===== src/rtl/rf_synth_prog_if.sv =====
// rf_synth_prog_if: hop request, register and 3-wire radio bus signals
// shared between the hop-selection side (master) and rf_synth_prog (slave).
interface rf_synth_prog_if;
  logic       p_033us;
  logic [6:0] fk;
  logic       fk_chg_p;
  logic       rxmode;
  logic [3:0] regi_IF_offset;
  logic [3:0] regi_synth_addr;
  logic [9:0] regi_settle_time;
  logic       rf_sen_n;
  logic       rf_sclk;
  logic       rf_sdata;
  logic       fkset_p;
  logic       busy;
  logic       fk_err;

  modport master (
    output p_033us, fk, fk_chg_p, rxmode, regi_IF_offset, regi_synth_addr,
           regi_settle_time,
    input  rf_sen_n, rf_sclk, rf_sdata, fkset_p, busy, fk_err
  );

  modport slave (
    input  p_033us, fk, fk_chg_p, rxmode, regi_IF_offset, regi_synth_addr,
           regi_settle_time,
    output rf_sen_n, rf_sclk, rf_sdata, fkset_p, busy, fk_err
  );
endinterface


===== src/rtl/rf_synth_prog.sv =====
// rf_synth_prog: turns a hop channel into a synthesizer frequency word,
// shifts it out MSB first on a 3-wire bus (4 clk_6M cycles per bit), waits
// for PLL settling and pulses fkset_p. Requests arriving mid-frame are held
// pending so a frame on the wire is never cut short.
// Optional feature: define RF_PROG_PARITY_EN to append an odd-parity bit
// (17-bit frame); undefined gives the plain 16-bit frame.
module rf_synth_prog (
  input logic            clk_6M,
  input logic            rstz,
  rf_synth_prog_if.slave bus
);
`ifdef RF_PROG_PARITY_EN
  localparam int FRAME_BITS = 17;
`else
  localparam int FRAME_BITS = 16;
`endif
  localparam logic [4:0] LAST_BIT = 5'(FRAME_BITS - 1);

  typedef enum logic [1:0] {IDLE, LOAD, SHIFT, SETTLE} state_t;

  state_t                state_reg;
  logic                  pend_reg;
  logic [FRAME_BITS-1:0] shift_reg;
  logic [1:0]            phase_reg;
  logic [4:0]            bit_reg;
  logic [9:0]            tick_reg;
  logic                  sen_n_reg;
  logic                  sclk_reg;
  logic                  sdata_reg;
  logic                  fkset_reg;
  logic                  busy_reg;
  logic                  fk_err_reg;

  logic [6:0]            fk_clamped;
  logic [11:0]           freq;
  logic [15:0]           word;
  logic [FRAME_BITS-1:0] frame;
  logic [1:0]            phase_next;
  logic [9:0]            tick_next;
  logic                  settle_done;

  // Frame contents are only meaningful in LOAD, where they are captured.
  assign fk_clamped = (bus.fk > 7'd78) ? 7'd78 : bus.fk;
  assign freq       = 12'd2402 + {5'd0, fk_clamped}
                    - (bus.rxmode ? {8'd0, bus.regi_IF_offset} : 12'd0);
  assign word       = {bus.regi_synth_addr, freq};
`ifdef RF_PROG_PARITY_EN
  // Odd parity: the extra bit makes the total count of ones odd.
  assign frame      = {word, ~^word};
`else
  assign frame      = word;
`endif

  // Bit phase 0-1 keeps sclk low, 2-3 high; wraps to the next bit after 3.
  assign phase_next  = phase_reg + 2'd1;
  // A tick in the current SETTLE cycle already counts toward the target.
  assign tick_next   = tick_reg + {9'd0, bus.p_033us};
  assign settle_done = (bus.regi_settle_time == 10'd0) ||
                       (tick_next == bus.regi_settle_time);

  // Request/serialise/settle sequencer with all bus outputs registered.
  always_ff @(posedge clk_6M or negedge rstz) begin
    if (!rstz) begin
      state_reg  <= IDLE;
      pend_reg   <= 1'b0;
      shift_reg  <= '0;
      phase_reg  <= 2'd0;
      bit_reg    <= 5'd0;
      tick_reg   <= 10'd0;
      sen_n_reg  <= 1'b1;
      sclk_reg   <= 1'b0;
      sdata_reg  <= 1'b0;
      fkset_reg  <= 1'b0;
      busy_reg   <= 1'b0;
      fk_err_reg <= 1'b0;
    end else begin
      fkset_reg <= 1'b0;
      case (state_reg)
        IDLE: begin
          if (bus.fk_chg_p) begin
            state_reg <= LOAD;
            busy_reg  <= 1'b1;
          end
        end
        LOAD: begin
          fk_err_reg <= (bus.fk > 7'd78);
          shift_reg  <= frame;
          sdata_reg  <= frame[FRAME_BITS-1];
          sen_n_reg  <= 1'b0;
          sclk_reg   <= 1'b0;
          phase_reg  <= 2'd0;
          bit_reg    <= 5'd0;
          pend_reg   <= bus.fk_chg_p;
          state_reg  <= SHIFT;
        end
        SHIFT: begin
          phase_reg <= phase_next;
          sclk_reg  <= phase_next[1];
          if (bus.fk_chg_p) pend_reg <= 1'b1;
          if (phase_reg == 2'd3) begin
            if (bit_reg == LAST_BIT) begin
              sen_n_reg <= 1'b1;
              sdata_reg <= 1'b0;
              sclk_reg  <= 1'b0;
              if (pend_reg || bus.fk_chg_p) begin
                // Superseded channel: reload instead of settling.
                pend_reg  <= 1'b0;
                state_reg <= LOAD;
              end else begin
                tick_reg  <= 10'd0;
                state_reg <= SETTLE;
              end
            end else begin
              bit_reg   <= bit_reg + 5'd1;
              shift_reg <= shift_reg << 1;
              sdata_reg <= shift_reg[FRAME_BITS-2];
            end
          end
        end
        SETTLE: begin
          if (bus.fk_chg_p) begin
            // New request wins, even over a coincident fkset_p.
            state_reg <= LOAD;
          end else if (settle_done) begin
            fkset_reg <= 1'b1;
            busy_reg  <= 1'b0;
            state_reg <= IDLE;
          end else begin
            tick_reg <= tick_next;
          end
        end
        default: state_reg <= IDLE;
      endcase
    end
  end

  assign bus.rf_sen_n = sen_n_reg;
  assign bus.rf_sclk  = sclk_reg;
  assign bus.rf_sdata = sdata_reg;
  assign bus.fkset_p  = fkset_reg;
  assign bus.busy     = busy_reg;
  assign bus.fk_err   = fk_err_reg;
endmodule


===== src/flat_wrapper.sv =====
// flat-port wrapper written by rule: the top's interface ports become plain ports
module rf_synth_prog_flat 
  (clk_6M, rstz, bus_p_033us, bus_fk, bus_fk_chg_p, bus_rxmode, bus_regi_IF_offset, bus_regi_synth_addr, bus_regi_settle_time, bus_rf_sen_n, bus_rf_sclk, bus_rf_sdata, bus_fkset_p, bus_busy, bus_fk_err);
  rf_synth_prog_if bus_i ();
  input logic clk_6M;
  input logic rstz;
  input wire logic [$bits(bus_i.p_033us)-1:0] bus_p_033us;
  input wire logic [$bits(bus_i.fk)-1:0] bus_fk;
  input wire logic [$bits(bus_i.fk_chg_p)-1:0] bus_fk_chg_p;
  input wire logic [$bits(bus_i.rxmode)-1:0] bus_rxmode;
  input wire logic [$bits(bus_i.regi_IF_offset)-1:0] bus_regi_IF_offset;
  input wire logic [$bits(bus_i.regi_synth_addr)-1:0] bus_regi_synth_addr;
  input wire logic [$bits(bus_i.regi_settle_time)-1:0] bus_regi_settle_time;
  output wire logic [$bits(bus_i.rf_sen_n)-1:0] bus_rf_sen_n;
  output wire logic [$bits(bus_i.rf_sclk)-1:0] bus_rf_sclk;
  output wire logic [$bits(bus_i.rf_sdata)-1:0] bus_rf_sdata;
  output wire logic [$bits(bus_i.fkset_p)-1:0] bus_fkset_p;
  output wire logic [$bits(bus_i.busy)-1:0] bus_busy;
  output wire logic [$bits(bus_i.fk_err)-1:0] bus_fk_err;
  assign bus_i.p_033us = bus_p_033us;
  assign bus_i.fk = bus_fk;
  assign bus_i.fk_chg_p = bus_fk_chg_p;
  assign bus_i.rxmode = bus_rxmode;
  assign bus_i.regi_IF_offset = bus_regi_IF_offset;
  assign bus_i.regi_synth_addr = bus_regi_synth_addr;
  assign bus_i.regi_settle_time = bus_regi_settle_time;
  assign bus_rf_sen_n = bus_i.rf_sen_n;
  assign bus_rf_sclk = bus_i.rf_sclk;
  assign bus_rf_sdata = bus_i.rf_sdata;
  assign bus_fkset_p = bus_i.fkset_p;
  assign bus_busy = bus_i.busy;
  assign bus_fk_err = bus_i.fk_err;
  rf_synth_prog u_core (.clk_6M(clk_6M), .rstz(rstz), .bus(bus_i));
endmodule

===== config.mk =====
export PLATFORM = sky130hd
export DESIGN_NAME = rf_synth_prog_flat
export DESIGN_NICKNAME = d
export VERILOG_FILES = /design/src/rtl/rf_synth_prog_if.sv /design/src/rtl/rf_synth_prog.sv /design/src/flat_wrapper.sv
export SDC_FILE = /design/constraint.sdc
export NUM_CORES = 1
export LEC_CHECK = 0
export CAP_MARGIN = 30
export CORE_ASPECT_RATIO = 0.9
export CORE_MARGIN = 2
export CORE_UTILIZATION = 60
export CTS_CLUSTER_SIZE = 8
export DETAILED_ROUTE_END_ITERATION = 10
export HOLD_SLACK_MARGIN = 0.08
export PLACE_DENSITY = 0.86
export SYNTH_ARGS = -nofsm -noshare
export SYNTH_HDL_FRONTEND = slang
export SYNTH_SLANG_ARGS = --single-unit

===== constraint.sdc =====
create_clock -name clk_6M -period 6.8 [get_ports clk_6M]
set_clock_uncertainty 0.2 [all_clocks]
set_input_delay 2.04 -clock clk_6M [delete_from_list [all_inputs] [get_ports clk_6M]]
set_output_delay 2.04 -clock clk_6M [all_outputs]
set_load 0.02 [all_outputs]

# After elaboration in Yosys (flattened, before gate mapping)
# Index checks and enable logic that the tools add are counted.
# totals
out_inout_bits	6
rom_bits	0
latchBits	0
mem_count	0
inputBits	30
register_bits	41
ram_bits	0
# classes
shifts	0
reduce_logical	13
n_eq_ne	15
n_addsub	5
multipliers	0
n_bitwise	0
n_div	0
n_mux	43
magnitude_cmp	1
# ops
cell	count
two-way mux 10 bit	5
two-way mux 15 bit	2
one-hot mux 15 bit (2 select lines)	1
one-hot mux 10 bit (2 select lines)	1
two-way mux 1 bit	16
adder 12 x 7 -> 12 bit, first input constant	1
two-way mux 2 bit	6
subtractor 12 bit	1
adder 10 x 1 -> 10 bit	1
equality test 10 bit	1
logical NOT 10 bit	1
two-way mux 5 bit	2
!= test 2 bit, second input constant	5
one-hot mux 1 bit (2 select lines)	5
one-hot mux 5 bit (2 select lines)	1
one-hot mux 2 bit (4 select lines)	1
AND reduction 4 bit	2
> comparator 7 bit, second input constant	1
two-way mux 7 bit	1
equality test 2 bit, second input constant	3
!= test 2 x 1 -> 1 bit, second input constant	3
AND reduction 3 bit	2
AND reduction 6 bit	1
nonzero test 2 bit	3
10 further kinds	11

# Depth between registers and ports, before layout
# logic_depth
word_depth	6
depth_mapped	15
depth_no_buf	15

# Least setup slack after synthesis
# OpenSTA, ideal clock, no wires.
# synth_timing
path_kind	input port to flip-flop
from	input bus_p_033us
to	register u_core.state_reg[1]
setup_time_ns	0.139
path_stages	9
arrival_time_ns	4.158
setup_slack_ns	2.303
required_time_ns	6.461
path_cell_list	ha_1 ha_1 and4_1 and3_1 or4_4 a2111oi_4 a21boi_4 a2111oi_2 o32ai_1
# synth_between
elab_chain_len	5
# synth_lines
item	line_no	source
start: declaration	flat_wrapper.sv:7	input wire logic [$bits(bus_i.p_033us)-1:0] bus_p_033us;
adder 10 x 1 -> 10 bit	rf_synth_prog.sv:57	assign tick_next = tick_reg + {9'd0, bus.p_033us};
equality test 10 bit	rf_synth_prog.sv:59	(tick_next == bus.regi_settle_time);
logical OR 1 bit	rf_synth_prog.sv:58	assign settle_done = (bus.regi_settle_time == 10'd0) ||
!= test 3 x 2 -> 1 bit (no source line)	-	
AND reduction 4 bit (no source line)	-	
end signal: assignment	rf_synth_prog.sv:64	state_reg <= IDLE;
end signal: assignment	rf_synth_prog.sv:81	state_reg <= LOAD;
end signal: assignment	rf_synth_prog.sv:94	state_reg <= SHIFT;
end: declaration	rf_synth_prog.sv:21	state_t state_reg;
# Every way passes these cells.
# A chain may end at the register's enable or synchronous reset.

# Worst setup path after layout
# Same ends and word-level chain as after synthesis.

==> impl_results.md <==
* Grt ovf at 0
* # diodes at 0
* Critical Path End Type: register
* Setup bufs post-CTS at 0
* RSZ-0062 raised after global routing: no
* Worst EP arrival at 4.92 ns
* Slew HR at 0.411
* Setup slack, reg-to-reg at 3.63 ns
* Final worst setup slack at approximately 1.9 ns
* Post-synth EDFFs at 0
* TNS Setup at 0 ns
* Fillers at 344
* Clk sinks at 40
* Layout cells sized above 1 at 0.0557
* Crit path kind: in2reg
* CTS max path bufs at 2
* Count of pins over their slew limit at 0
* Most Frequent Cell on Critical Path: ha_1
* GPL Wtd Cong at 0.822
* CP Launch Type: input port
* Setup Viol. Count Final at 0
* Critical path fanouts, max at 24
* CTS tree: built
* Period utilization at 0.728
* CTS Hold Bufs at 0
* Hold EP: u_core.phase_reg[0]
* P_leak at 1.32 nW
* Max Clock Freq at slightly above 200 MHz
* Post-DP HPWL at 4110 um
* Synth cell types at 57
* Ys flop type: dfrtp_1
* WL per Instance at 14.7 um
* Yosys reg bits at 40
* Power per cell area at 309 nW/um2
* Drt initial violations at 92
* Via density at 6.07
* Post-Route WL at 5670 um
* Max FFs per register at 15
* DRC viols at 0
* Final Power at 0.975 mW
* Largest net degree at the start of global routing at 41
* Final hold slack at 0.284 ns
* Router iterations before antenna repair at 4
* Synthesis warning total at 0
* Area leader, netlist: dfrtp_1
* Worst Hold Class: reg2reg
* Worst hold path stage count at 1
* Root Buffer: clkbuf_8
* Synth-to-layout area growth at 17.6%
* Ports at 36
* Quantity of gates resized following cts at 0
* Worst hold start: u_core.phase_reg[0]
* Worst-Margin Slew at 0.884 ns
* Die footprint at approximately 5000 um2
* Worst vdd ir at 195 uV
* Max_cap viols at 0
* Hold Vio Cnt, Final at 0
* Die Height at 67.4 um
* Starting density of the core at 0.613
* Synth Instances at 293
* Total Routing Usage GR at 0.252
* First-pass GRT wire length at 9700 um
* CTS H-tree depth at 2
* Register-to-Register Path Depth at 9
* Antenna violations before repair at 0
* Vias in the first global route at 2208
* Die extent in x at 74.5 um
* Reg area at 1000 um2
* Worst-path cell chain: clkdlybuf4s50_1, ha_1, ha_1, and4_1, a21oi_1, or4_4, a2111oi_4, a21boi_4, a2111oi_2, o32ai_1
* Core area at 4370 um2
* Dpl ws at 1.55 ns
* Clock period minus worst slack at between 4 and 5 ns
* Synth Area in Adders at 0.0961
* Area contributors post-synth: dfrtp_1 (36%), ha_1 (8.9%), nor2_1 (4.3%), a21oi_1 (4.3%), xnor2_1 (3.3%)
* Synthesized Nets at roughly 340
* FFs w/ async S/R, synth at 1.00
* XOR/XNOR Fraction of Synth Area at 0.0523
* Reg2reg start: u_core.tick_reg[0]
* Compound-Gate Fraction of Synth Area at 0.224
* Worst-Skew Late Latency at 0.30 ns
* CP delay by family, top: compound AO/OA/AOI/OAI gates
* Worst path max stage delay at approximately 0.50 ns
* Slowest CP cell: or4_4
* CP required at just under 7 ns
* Vias at 2338
* Cell row count at 23
* Post-synthesis sequential area ratio at 0.374
* CP bufs+invs at 1
* R2r endpoint: u_core.state_reg[1]
* Largest family of logic cells by synthesized area: compound AO/OA/AOI/OAI gates
* Post-Synthesis Cell Area at between 2000 and 3000 um2
* Syn avg cell area at 9.15 um2
* Routed Antenna Nets at 0
* I/O Buffers at 35
* Area of the multi-input gates at 1560 um2
* CTS buffer count at 5
* Clock slew at reported path FFs at approximately 0.070 ns
* Status: finished clean
* Area fraction of the dominant cell type after synthesis at 0.364
* Post-synthesis mux area share at 0.0154
* Nets at roughly 370
* Fraction of the mapped netlist area in simple logic gates at 0.194
[synth_stat cells (2+ instances only)]
cell      count
a211o_1       2
a211oi_1      3
a21oi_1      23
a22o_1        3
a311oi_1      2
a31oi_1       7
a41o_1        6
and2_1        3
and3_1        7
buf_2         5
clkbuf_1      8
dfrtp_1      39
ha_1         19
inv_1        14
mux2i_1       3
nand2_1      20
nand2b_1      5
nand3_1       7
nand4_1       4
nor2_1       31
nor2b_1       6
nor3b_1       3
nor4_1        3
o211ai_1      2
o21ai_0      11
o21bai_1      2
o22a_1        2
o22ai_1       8
or2_2         2
or3_1         2
xnor2_1      10
xor2_1        6
[worst max path at each step]
stage	slack (ns)	startpoint	end	cells past startpoint
after global placement	1.62	bus_p_033us	u_core.state_reg[1]	10
after global routing	1.64	bus_fk[0]	u_core.shift_reg[6]	13
after detailed placement	1.55	bus_p_033us	u_core.state_reg[1]	10
after CTS	1.86	bus_p_033us	u_core.state_reg[1]	10
final	1.85	bus_p_033us	u_core.state_reg[1]	10
after floorplan	2.30	bus_p_033us	u_core.state_reg[1]	9
[power breakdown]
group | switching (mW) | internal [mW] | total (mW) | leakage (nW)
registers | 0.0452 | 0.305 | 0.350 | 0.501
clock network | 0.0832 | 0.109 | 0.192 | 0.0552
logic | 0.256 | 0.177 | 0.433 | 0.759
[cells by family after synthesis]
logic type	count (synthesis)
multiplexers	4
XOR/XNOR	16
adder cells (fa/ha/maj)	20
flip-flops	40
AO/OA/AOI/OAI	84
buffers and inverters	28
AND/OR/NAND/NOR	101
[layout by cell type, fill, tap and decap left out, drive strengths merged, types with 3 or more instances in the layout]
master,instances
dfrtp,39
clkdlybuf4s50,34
nor2,31
a21oi,23
nand2,20
ha,19
inv,14
o21ai,11
xnor2,10
o22ai,8
and3,7
nand3,7
a31oi,7
nor2b,6
a41o,6
xor2,6
clkbuf,6
nand2b,5
nand4,5
and2,4
nor4,3
mux2i,3
nor3b,3
a22o,3
a211oi,3
[through the flow]
stage / instances / cell area (um2) / util
final: 385 / 3150 / 0.721
after global routing: 385 / 3150 / 0.721
after CTS: 385 / 3150 / 0.721
after detailed placement: 377 / 3050 / 0.696
after global placement: 377 / 3050 / 0.696
after floorplan: 293 / 2680 / -
[per-layer routing]
layer,share of wire,global-route usage,vias to the layer above,routed length [um]
met5,0,0,-,0
met4,0.019,0.0826,0,106
met3,0.045,0.0657,12,253
met2,0.50,0.437,56,2840
met1,0.44,0.306,1142,2480
li1,-,-,1128,-
[final cells by class]
cell class | instances | share of cell area
flip-flops and latches | 40 | 0.318
repair buffers | 36 | 0.112
multi-input cells | 225 | 0.495
clock inverters | 2 | 0.0111
well taps | 62 | 0.0246
inverters | 14 | 0.0167
clock buffers | 6 | 0.0230
No activity file was read; power rests on OpenSTA's default activity.
